===== config.mk =====
export PLATFORM = sky130hd
export DESIGN_NAME = mem_access_stage
export DESIGN_NICKNAME = d
export VERILOG_FILES = /design/src/rtl/mem_pkg.sv /design/src/rtl/mem_access_stage_load_formatter.sv /design/src/rtl/mem_access_stage.sv
export SDC_FILE = /design/constraint.sdc
export NUM_CORES = 1
export LEC_CHECK = 0
export CAP_MARGIN = 20
export CORE_ASPECT_RATIO = 0.75
export CORE_MARGIN = 2
export CORE_UTILIZATION = 29
export DETAILED_ROUTE_END_ITERATION = 12
export GPL_TIMING_DRIVEN = 0
export PLACE_DENSITY_LB_ADDON = 0.2
export RECOVER_POWER = 25
export SETUP_SLACK_MARGIN = 0.15
export SYNTH_ARGS = -nofsm -noshare
export SYNTH_HDL_FRONTEND = slang
export SYNTH_SLANG_ARGS = --single-unit

===== constraint.sdc =====
create_clock -name clk -period 3.3 [get_ports clk]
set_clock_uncertainty 0.05 [all_clocks]
set_input_delay 0.66 -clock clk [delete_from_list [all_inputs] [get_ports clk]]
set_output_delay 0.66 -clock clk [all_outputs]
set_load 0.02 [all_outputs]

===== src/rtl/mem_pkg.sv =====
// rtl/mem_pkg.sv - shared encodings for the MEM stage
package mem_pkg;

    typedef enum logic [1:0] {
        MEM_BYTE = 2'b00,
        MEM_HALF = 2'b01,
        MEM_WORD = 2'b10
    } mem_size_e;

    typedef enum logic {
        ST_IDLE = 1'b0,
        ST_WAIT = 1'b1
    } state_e;

    localparam logic [3:0] BE_BYTE0   = 4'b0001;
    localparam logic [3:0] BE_HALF_LO = 4'b0011;
    localparam logic [3:0] BE_HALF_HI = 4'b1100;
    localparam logic [3:0] BE_WORD    = 4'b1111;

    // Unknown size code 2'b11 is held to word alignment.
    function automatic logic is_aligned(input logic [1:0] size, input logic [1:0] addr_lo);
        case (size)
            MEM_BYTE: return 1'b1;
            MEM_HALF: return ~addr_lo[0];
            default:  return addr_lo == 2'b00;
        endcase
    endfunction

endpackage


===== src/rtl/mem_access_stage_load_formatter.sv =====
// rtl/mem_access_stage_load_formatter.sv - lane select and sign/zero extension of load data
module load_formatter
    import mem_pkg::*;
#(
    parameter int B = 32
) (
    input  logic [B-1:0] rdata_i,
    input  logic [1:0]   addr_lo_i,
    input  logic [1:0]   size_i,
    input  logic         unsigned_i,
    output logic [B-1:0] data_o
);

    logic [7:0]  byte_sel;
    logic [15:0] half_sel;

    assign byte_sel = rdata_i[{addr_lo_i, 3'b000} +: 8];
    assign half_sel = rdata_i[{addr_lo_i[1], 4'b0000} +: 16];

    always_comb begin
        data_o = rdata_i;
        case (size_i)
            MEM_BYTE: data_o = unsigned_i ? {{(B-8){1'b0}}, byte_sel}
                                          : {{(B-8){byte_sel[7]}}, byte_sel};
            MEM_HALF: data_o = unsigned_i ? {{(B-16){1'b0}}, half_sel}
                                          : {{(B-16){half_sel[15]}}, half_sel};
            default: ;
        endcase
    end

endmodule


===== src/rtl/mem_access_stage.sv =====
// rtl/mem_access_stage.sv - MEM pipeline stage: data-memory req/ack access, stall, WB register
module mem_access_stage
    import mem_pkg::*;
#(
    parameter int B           = 32,
    parameter int ACK_TIMEOUT = 255
) (
    input  logic         clk,
    input  logic         rst_n,
    input  logic         in_valid,
    input  logic [B-1:0] alu_result,
    input  logic [B-1:0] store_data,
    input  logic         mem_read,
    input  logic         mem_write,
    input  logic [1:0]   mem_size,
    input  logic         mem_unsigned,
    input  logic         reg_write,
    input  logic [4:0]   write_reg,
    output logic         dmem_req,
    output logic         dmem_we,
    output logic [B-1:0] dmem_addr,
    output logic [B-1:0] dmem_wdata,
    output logic [3:0]   dmem_be,
    input  logic [B-1:0] dmem_rdata,
    input  logic         dmem_ack,
    output logic         stall,
    output logic         wb_valid,
    output logic         wb_reg_write,
    output logic [4:0]   wb_reg,
    output logic [B-1:0] wb_data,
    output logic         mem_err
);

    localparam int CW = (ACK_TIMEOUT > 1) ? $clog2(ACK_TIMEOUT) : 1;
    localparam logic [CW-1:0] CNT_LAST = CW'(ACK_TIMEOUT - 1);

    state_e       state_q;
    logic [B-1:0] req_addr_q, req_wdata_q;
    logic [3:0]   req_be_q;
    logic [1:0]   req_size_q;
    logic         req_we_q, req_unsigned_q, req_reg_write_q;
    logic [4:0]   req_reg_q;
    logic [CW-1:0] cnt_q;
    logic         wb_valid_q, wb_reg_write_q, mem_err_q;
    logic [4:0]   wb_reg_q;
    logic [B-1:0] wb_data_q;

    logic         in_wait, is_mem, illegal, aligned, start, timeout;
    logic [3:0]   st_be;
    logic [B-1:0] st_wdata, load_data, cur_addr;
    logic [1:0]   cur_size;
    logic         cur_unsigned;

    // mem_read together with mem_write is an illegal encoding and runs as a nop.
    assign illegal = mem_read & mem_write;
    assign is_mem  = mem_read ^ mem_write;
    assign aligned = is_aligned(mem_size, alu_result[1:0]);
    assign in_wait = (state_q == ST_WAIT);
    assign start   = (state_q == ST_IDLE) & in_valid & is_mem & aligned;
    assign timeout = in_wait & ~dmem_ack & (ACK_TIMEOUT != 0) & (cnt_q == CNT_LAST);

    always_comb begin
        st_be    = BE_WORD;
        st_wdata = store_data;
        case (mem_size)
            MEM_BYTE: begin
                st_be    = BE_BYTE0 << alu_result[1:0];
                st_wdata = {4{store_data[7:0]}};
            end
            MEM_HALF: begin
                st_be    = alu_result[1] ? BE_HALF_HI : BE_HALF_LO;
                st_wdata = {2{store_data[15:0]}};
            end
            default: ;
        endcase
    end

    assign cur_addr     = in_wait ? req_addr_q     : alu_result;
    assign cur_size     = in_wait ? req_size_q     : mem_size;
    assign cur_unsigned = in_wait ? req_unsigned_q : mem_unsigned;

    // Gated by rst_n so the bus goes quiet the moment reset asserts, even mid-access.
    assign dmem_req   = rst_n & (start | in_wait);
    assign dmem_we    = dmem_req & (in_wait ? req_we_q : mem_write);
    assign dmem_addr  = dmem_req ? {cur_addr[B-1:2], 2'b00} : '0;
    assign dmem_be    = dmem_req ? (in_wait ? req_be_q : st_be) : 4'b0000;
    assign dmem_wdata = dmem_req ? (in_wait ? req_wdata_q : st_wdata) : '0;
    assign stall      = dmem_req & ~dmem_ack;

    load_formatter #(.B(B)) u_load_formatter (
        .rdata_i    (dmem_rdata),
        .addr_lo_i  (cur_addr[1:0]),
        .size_i     (cur_size),
        .unsigned_i (cur_unsigned),
        .data_o     (load_data)
    );

    always_ff @(posedge clk or negedge rst_n) begin
        if (!rst_n) begin
            state_q         <= ST_IDLE;
            req_addr_q      <= '0;
            req_wdata_q     <= '0;
            req_be_q        <= '0;
            req_size_q      <= '0;
            req_we_q        <= 1'b0;
            req_unsigned_q  <= 1'b0;
            req_reg_write_q <= 1'b0;
            req_reg_q       <= '0;
            cnt_q           <= '0;
            wb_valid_q      <= 1'b0;
            wb_reg_write_q  <= 1'b0;
            wb_reg_q        <= '0;
            wb_data_q       <= '0;
            mem_err_q       <= 1'b0;
        end else begin
            wb_valid_q     <= 1'b0;
            wb_reg_write_q <= 1'b0;
            mem_err_q      <= 1'b0;
            case (state_q)
                ST_IDLE: begin
                    if (in_valid) begin
                        wb_reg_q <= write_reg;
                        if (!is_mem) begin
                            wb_valid_q     <= 1'b1;
                            wb_reg_write_q <= reg_write & ~illegal;
                            wb_data_q      <= alu_result;
                        end else if (!aligned) begin
                            wb_valid_q <= 1'b1;
                            mem_err_q  <= 1'b1;
                            wb_data_q  <= '0;
                        end else if (dmem_ack) begin
                            wb_valid_q     <= 1'b1;
                            wb_reg_write_q <= reg_write & ~mem_write;
                            wb_data_q      <= mem_write ? '0 : load_data;
                        end else begin
                            state_q         <= ST_WAIT;
                            cnt_q           <= '0;
                            req_addr_q      <= alu_result;
                            req_wdata_q     <= st_wdata;
                            req_be_q        <= st_be;
                            req_size_q      <= mem_size;
                            req_we_q        <= mem_write;
                            req_unsigned_q  <= mem_unsigned;
                            req_reg_write_q <= reg_write;
                            req_reg_q       <= write_reg;
                        end
                    end
                end
                ST_WAIT: begin
                    if (dmem_ack) begin
                        state_q        <= ST_IDLE;
                        wb_valid_q     <= 1'b1;
                        wb_reg_q       <= req_reg_q;
                        wb_reg_write_q <= req_reg_write_q & ~req_we_q;
                        wb_data_q      <= req_we_q ? '0 : load_data;
                    end else if (timeout) begin
                        state_q    <= ST_IDLE;
                        wb_valid_q <= 1'b1;
                        wb_reg_q   <= req_reg_q;
                        mem_err_q  <= 1'b1;
                        wb_data_q  <= '0;
                    end else begin
                        cnt_q <= cnt_q + 1'b1;
                    end
                end
                default: state_q <= ST_IDLE;
            endcase
        end
    end

    assign wb_valid     = wb_valid_q;
    assign wb_reg_write = wb_reg_write_q;
    assign wb_reg       = wb_reg_q;
    assign wb_data      = wb_data_q;
    assign mem_err      = mem_err_q;

endmodule


---- After elaboration in Yosys (flattened, before gate mapping) ----
Index checks and enable logic that the tools add are counted.
operators by class
  shift-type cells ........................ 3
  eq/ne operators ......................... 11
  divide/modulo/power cells ............... 0
  add/sub/neg operators ................... 1
  reductions and logical operators ........ 7
  multiply operators ...................... 0
  bitwise operators ....................... 20
  order comparisons ....................... 0
  mux-type cells .......................... 61
operator list
  kind                 number
  $mux 32              14
  $pmux 32 s2          3
  $mux 8               6
  $shiftx 32x6->16     1
  $shiftx 32x6->8      1
  $mux 1               23
  $pmux 8 s2           1
  $mux 5               3
  $and 1x1->1          12
  $mux 4               3
  $ne 2x2->1 const B   6
  $pmux 1 s2           5
  $pmux 5 s2           1
  $add 8x1->8 const B  1
  $eq 8x8->1 const B   1
  $pmux 4 s2           1
  $logic_not 2->1      3
  $not 1->1            6
  $reduce_and 6->1     1
  $reduce_and 5->1     1
  $eq 2x1->1 const B   2
  $ne 4x4->1 const B   1
  $shl 1x2->4 const A  1
  $ne 3x2->1 const B   1
  other kinds (5)      5
storage, ports and cells
  memories kept ........................... 0
  bits in read-only memories .............. 0
  word-level logic and storage cells ...... 118
  bits in registers ....................... 127
  RAM bits ................................ 0
  bits in latches ......................... 0
  input bits .............................. 111
  output and inout bits ................... 111

---- Depth between registers and ports, before layout ----
  depth after elaboration ................. 10
  gate-level depth with buffers ........... 9
  gate-level depth less buffers ........... 7

---- Cells and area by module ----
Synthesis repeated with hierarchy kept, for this count alone.
unflattened totals
  cell total of the unflattened synthesis .. 817
  area total of the unflattened synthesis .. 7,762.4 um^2
by module, submodules not included
  module            area each (um^2)  seq. area each (um^2)  instances  cells each
  mem_access_stage  7,048.0           3,178.0                1          700
  load_formatter    714.4             0.0                    1          117

---- Worst setup path after synthesis ----
No wires, ideal clock.
  path type ............................... input-to-output
  from .................................... in mem_read
  to ...................................... out dmem_wdata[23]
  required time ........................... 2,590 ps
  buffers on the path ..................... 4
  arrival ................................. 2,215 ps
  stages .................................. 8
  slack ................................... 375 ps
  cells stage by stage .................... ha_1 > clkbuf_1 > a41o_1 > buf_2 > nand2_1 > buf_2 > buf_2 > nor2_1
on the way
  word-level cells in the longest chain between the ends .. 6
ends and longest elaborated chain
  element                    line                    source
  start, declared            mem_access_stage.sv:13  input logic mem_read,
  $xor 1x1->1                mem_access_stage.sv:56  assign is_mem = mem_read ^ mem_write;
  $and 1x1->1 (2 in series)  mem_access_stage.sv:59  assign start = (state_q == ST_IDLE) & in_valid & is_mem & aligned;
  $or 1x1->1                 mem_access_stage.sv:83  assign dmem_req = rst_n & (start | in_wait);
  $and 1x1->1                mem_access_stage.sv:83
  $mux 32                    mem_access_stage.sv:87  assign dmem_wdata = dmem_req ? (in_wait ? req_wdata_q : st_wdata) : '0;
  end, declared              mem_access_stage.sv:22  output logic [B-1:0] dmem_wdata,
No other way between the ends.

---- Worst setup path after layout ----
  from .................................... reg state_q, in the netlist in_wait
  to ...................................... out dmem_addr[3]
on the way
  word-level cells in the longest chain between the ends .. 7
  elaborated cells between the ends (all ways) .. 8
  classes of those cells .................. 2 x mux; 6 x bitwise
ends and longest elaborated chain
  element                     line                     source
  start, declared             mem_access_stage.sv:37   state_e state_q;
  start signal, assigned      mem_access_stage.sv:100  state_q <= ST_IDLE;
  start signal, assigned      mem_access_stage.sv:136  state_q <= ST_WAIT;
  start signal, assigned      mem_access_stage.sv:151  state_q <= ST_IDLE;
  $not 1->1 (no source line)  --
  $and 1x1->1 (3 in series)   mem_access_stage.sv:59
  $or 1x1->1                  mem_access_stage.sv:83
  $and 1x1->1                 mem_access_stage.sv:83
  $mux 32 *                   mem_access_stage.sv:85   assign dmem_addr = dmem_req ? {cur_addr[B-1:2], 2'b00} : '0;
  end, declared               mem_access_stage.sv:21   output logic [B-1:0] dmem_addr,
Every way passes the cells marked *; elsewhere a longest branch is shown, timed or not.

==> run_results.csv <==
group,metric,value,unit
run_status,outcome,"finished with violations",
run_status,failed_checks,"capacitance limit, slew limit",
routing,first_iter_violations,434,
power,p_leak,4.76,nW
synth,seq_area_frac_synth,44.1,%
critical_path,crit_family,"buffers and inverters",
routing,top_layer,"met4",
sta,report.final.hold_viol_count,0,
cts,cts.reportedPaths.clkPinSlew,70,ps
critical_path,critPathLaunchType,"flip-flop",
final_layout,final_net_count,1219,
grt,grt_pass1_vias,6932,
final_layout,multi_input_comb_area,0.00381,mm²
place,gpl.final_weighted_congestion,0.905,
floorplanning,die_y,141,µm
critical_path,path_common_cell,"sky130_fd_sc_hd__buf_6",
floorplanning,initial_core_util,29.8,%
critical_path,worstPathCellList,"buf_6 > clkbuf_4 > clkbuf_8 > buf_6 > mux2i_1 > nor2_1 > clkdlybuf4s15_2",
place,estimated_wirelength_of_the_detail_placed_design,20700,µm
routing,wirelength,28000,µm
synth,synth.lib_cells_used.distinct,45,
grt,number_of_antenna_violations_at_the_first_check_in_global_routing,2,
power,vdd_ir_drop_max,0.319,mV
cts,buffers_from_clock_root_to_sink_at_most,2,
grt,grt_max_degree,87,
final_layout,layout-drive-gt1-share,15.8,%
sta,worst_pin_slew,2100,ps
routing,routed-via-count,7174,
routing,detail_route.wirelength.met1,13700,µm
synth,synthTopCellsByArea,"sky130_fd_sc_hd__dfrtp_1 44%, sky130_fd_sc_hd__nand2_1 13%, sky130_fd_sc_hd__mux2i_1 12%",
run,drv.max_cap_violation_count,1,
power,clkPwrFrac,34.5,%
routing,antenna_left,0,
final_layout,final_common_cell,"sky130_fd_sc_hd__nand2_1",
place,place.port_buffers,217,
cts,postCtsHoldBufs,0,
sta,slew_violations,44,
floorplanning,die_area,0.0262,mm²
synth,synthCells,862,
final_layout,filler_cell_count,2414,
final_layout,mostFrequentLayoutCells,"248 x sky130_fd_sc_hd__nand2_1, 141 x sky130_fd_sc_hd__clkdlybuf4s50_1, 127 x sky130_fd_sc_hd__dfrtp_1",
cts,ctsRootBufferMaster,"sky130_fd_sc_hd__clkbuf_16",
routing,drcViolationCount,0,
grt,grt_first_pass_wirelength,42100,µm
power,switchingPower,1.90,mW
floorplanning,rows,49,
cts,source_to_sink_clock_delay_at_the_later_pin_of_the_worst_skew_pair,420,ps
synth,yosys_register_bits,127,
power,total_power,5.65,mW
grt,grt.total_usage,21.3,%
power,pwr_density_cell,528,mW/mm²
sta,rsz0062_at_grt,"no",
critical_path,timing_worst_setup_path_type,"flip-flop to output pin",
floorplanning,i_o_pin_count,222,
cts,cts_tree,"built",
routing,vias_per_cell,4.94,
critical_path,critPathSlowestCell,"sky130_fd_sc_hd__dfrtp_1",
synth,synthArstFlopShare,100,%
critical_path,crit_path_end_kind,"output pin",
synth,netlist.top_cell.by_area,"sky130_fd_sc_hd__dfrtp_1",
sta,max-slew-margin-rel,-39.8,%
floorplanning,fp.dieW,186,µm
power,internal_power,3.74,mW
sta,timing.fmax,330,MHz
synth,synth_flop_cell,"sky130_fd_sc_hd__dfrtp_1",
grt,grt_overflow_total,0,
critical_path,max_stage_delay,440,ps
critical_path,worst_ep_arrival_time,2320,ps
synth,yosys.area.top_type_share,44.1,%
sta,finalHoldWorstSlack,110,ps
sta,finalSetupViolations,0,
synth,synth_enable_flop_cells,0,
synth,yosys_warnings,0,
cts,cts_max_level,4,
cts,numCtsBuffers,17,
routing,met2WireLength,12100,µm
final_layout,ff_latch_area,0.00318,mm²
critical_path,critical_path.n_buffers_inverters,5,
power,power_switching_share,33.7,%
sta,finalWorstPathRequiredPeriod,3030,ps
final_layout,area.growth.synth_to_final,48.1,%
routing,detailed_routed_wire_length_on_met3,1870,µm
routing,drt_first_pass_iters,5,
power,share_comb_of_total_power,27.7,%
sta,finalCritPeriodShare,91.8,%
critical_path,worst-endpoint-required,2590,ps
floorplanning,placeableCoreArea,0.0242,mm²
synth,avgSynthCellArea,8.37,µm²
routing,routed_len_inst,19.3,µm
power,seq_power_share,37.8,%
synth,syn-cell-area,0.00721,mm²
worst_hold_path,hold_class,"primary input to async pin",
critical_path,crit_fanout,10,
cts,number_of_sinks_on_the_clock_net,127,
[metal layers]
metal	global-route usage, %	up-vias
met3	5.24	20
li1	-	3436
met5	0	-
met1	31.9	3504
met4	4.52	0
met2	31.0	214
[area by class of cell]
cell class,count,area share (%)
inverter,5,0.176
sequential,127,29.7
tap,331,3.88
clock inverter,15,1.58
clock buffer,17,3.98
timing repair buffer,223,20.8
multi-input combinational,669,35.6
antenna,2,0.0468
buffer,62,4.16
[final timing paths]
check	start	to	slack, ps	cells past startpoint
setup reg to reg	in_wait	wb_data[8]	770	5
hold reg to reg	req_be_q[1]	req_be_q[1]	420	2
min in group clk	req_be_q[1]	req_be_q[1]	420	2
setup / recovery	in_wait	dmem_addr[3]	270	7
max in group asynchronous	rst_n	wb_data[29]	630	2
hold / removal	rst_n	req_addr_q[10]	110	1
[through the flow]
stage	setup WS, ps	instances	util, %	TNS (ps)	cell area (µm²)
after floorplan	375	863	-	0	7220
after global placement	-6370	1411	40.5	-944750	9800
after detailed placement	-1240	1412	40.6	-80100	9830
after CTS	155	1448	44.0	0	10700
after global routing	155	1450	44.1	0	10700
final	271	1451	44.1	0	10700
[synthesized netlist by cell type, types with 6 or more instances]
cell and count:
sky130_fd_sc_hd__nand2_1 249, sky130_fd_sc_hd__nor2_1 131, sky130_fd_sc_hd__dfrtp_1 127, sky130_fd_sc_hd__mux2i_1 84, sky130_fd_sc_hd__a21oi_1 38, sky130_fd_sc_hd__o21ai_0 37, sky130_fd_sc_hd__clkbuf_1 31, sky130_fd_sc_hd__o22ai_1 25
sky130_fd_sc_hd__buf_2 17, sky130_fd_sc_hd__o221ai_1 14, sky130_fd_sc_hd__o221ai_2 10, sky130_fd_sc_hd__a31oi_1 9, sky130_fd_sc_hd__o21a_1 9, sky130_fd_sc_hd__buf_1 8, sky130_fd_sc_hd__nand3_1 8, sky130_fd_sc_hd__a2bb2oi_1 7
sky130_fd_sc_hd__and3_1 6, sky130_fd_sc_hd__xor2_1 6
[cells by family (layout without fill, tap and decap cells)]
family / count (synthesis) / count (layout) / synth area share (%)
AOI/OAI and AO/OA: 158 / 158 / 14.9
muxes: 89 / 89 / 12.9
buffers and inverters: 67 / 322 / 4.25
DFF: 127 / 127 / 44.1
xor gates and xnor gates: 6 / 6 / 0.728
and+or+nand+nor: 411 / 411 / 22.6
adders and majority gates: 3 / 3 / 0.520
other: 1 / 4 / 0.0520
[timing repair]
item | in CTS | in global routing
hold endpoints to repair | 0 | 0
cloned | 2 | 1
setup endpoints to repair | 69 | 51
pin swaps | 2 | 2
resized for setup | 317 | 15
buffers inserted | 2 | 0
[power groups by stage]
stage,combinational [mW],clock (mW),sequential [mW]
finish,1.57,1.95,2.13
global route,1.71,2.05,2.18
CTS,1.56,1.98,2.13
detailed placement,1.52,0,2.15
global placement,1.50,0,2.14
floorplan,0.735,0,2.21
Power figures use the tool's default switching activity.
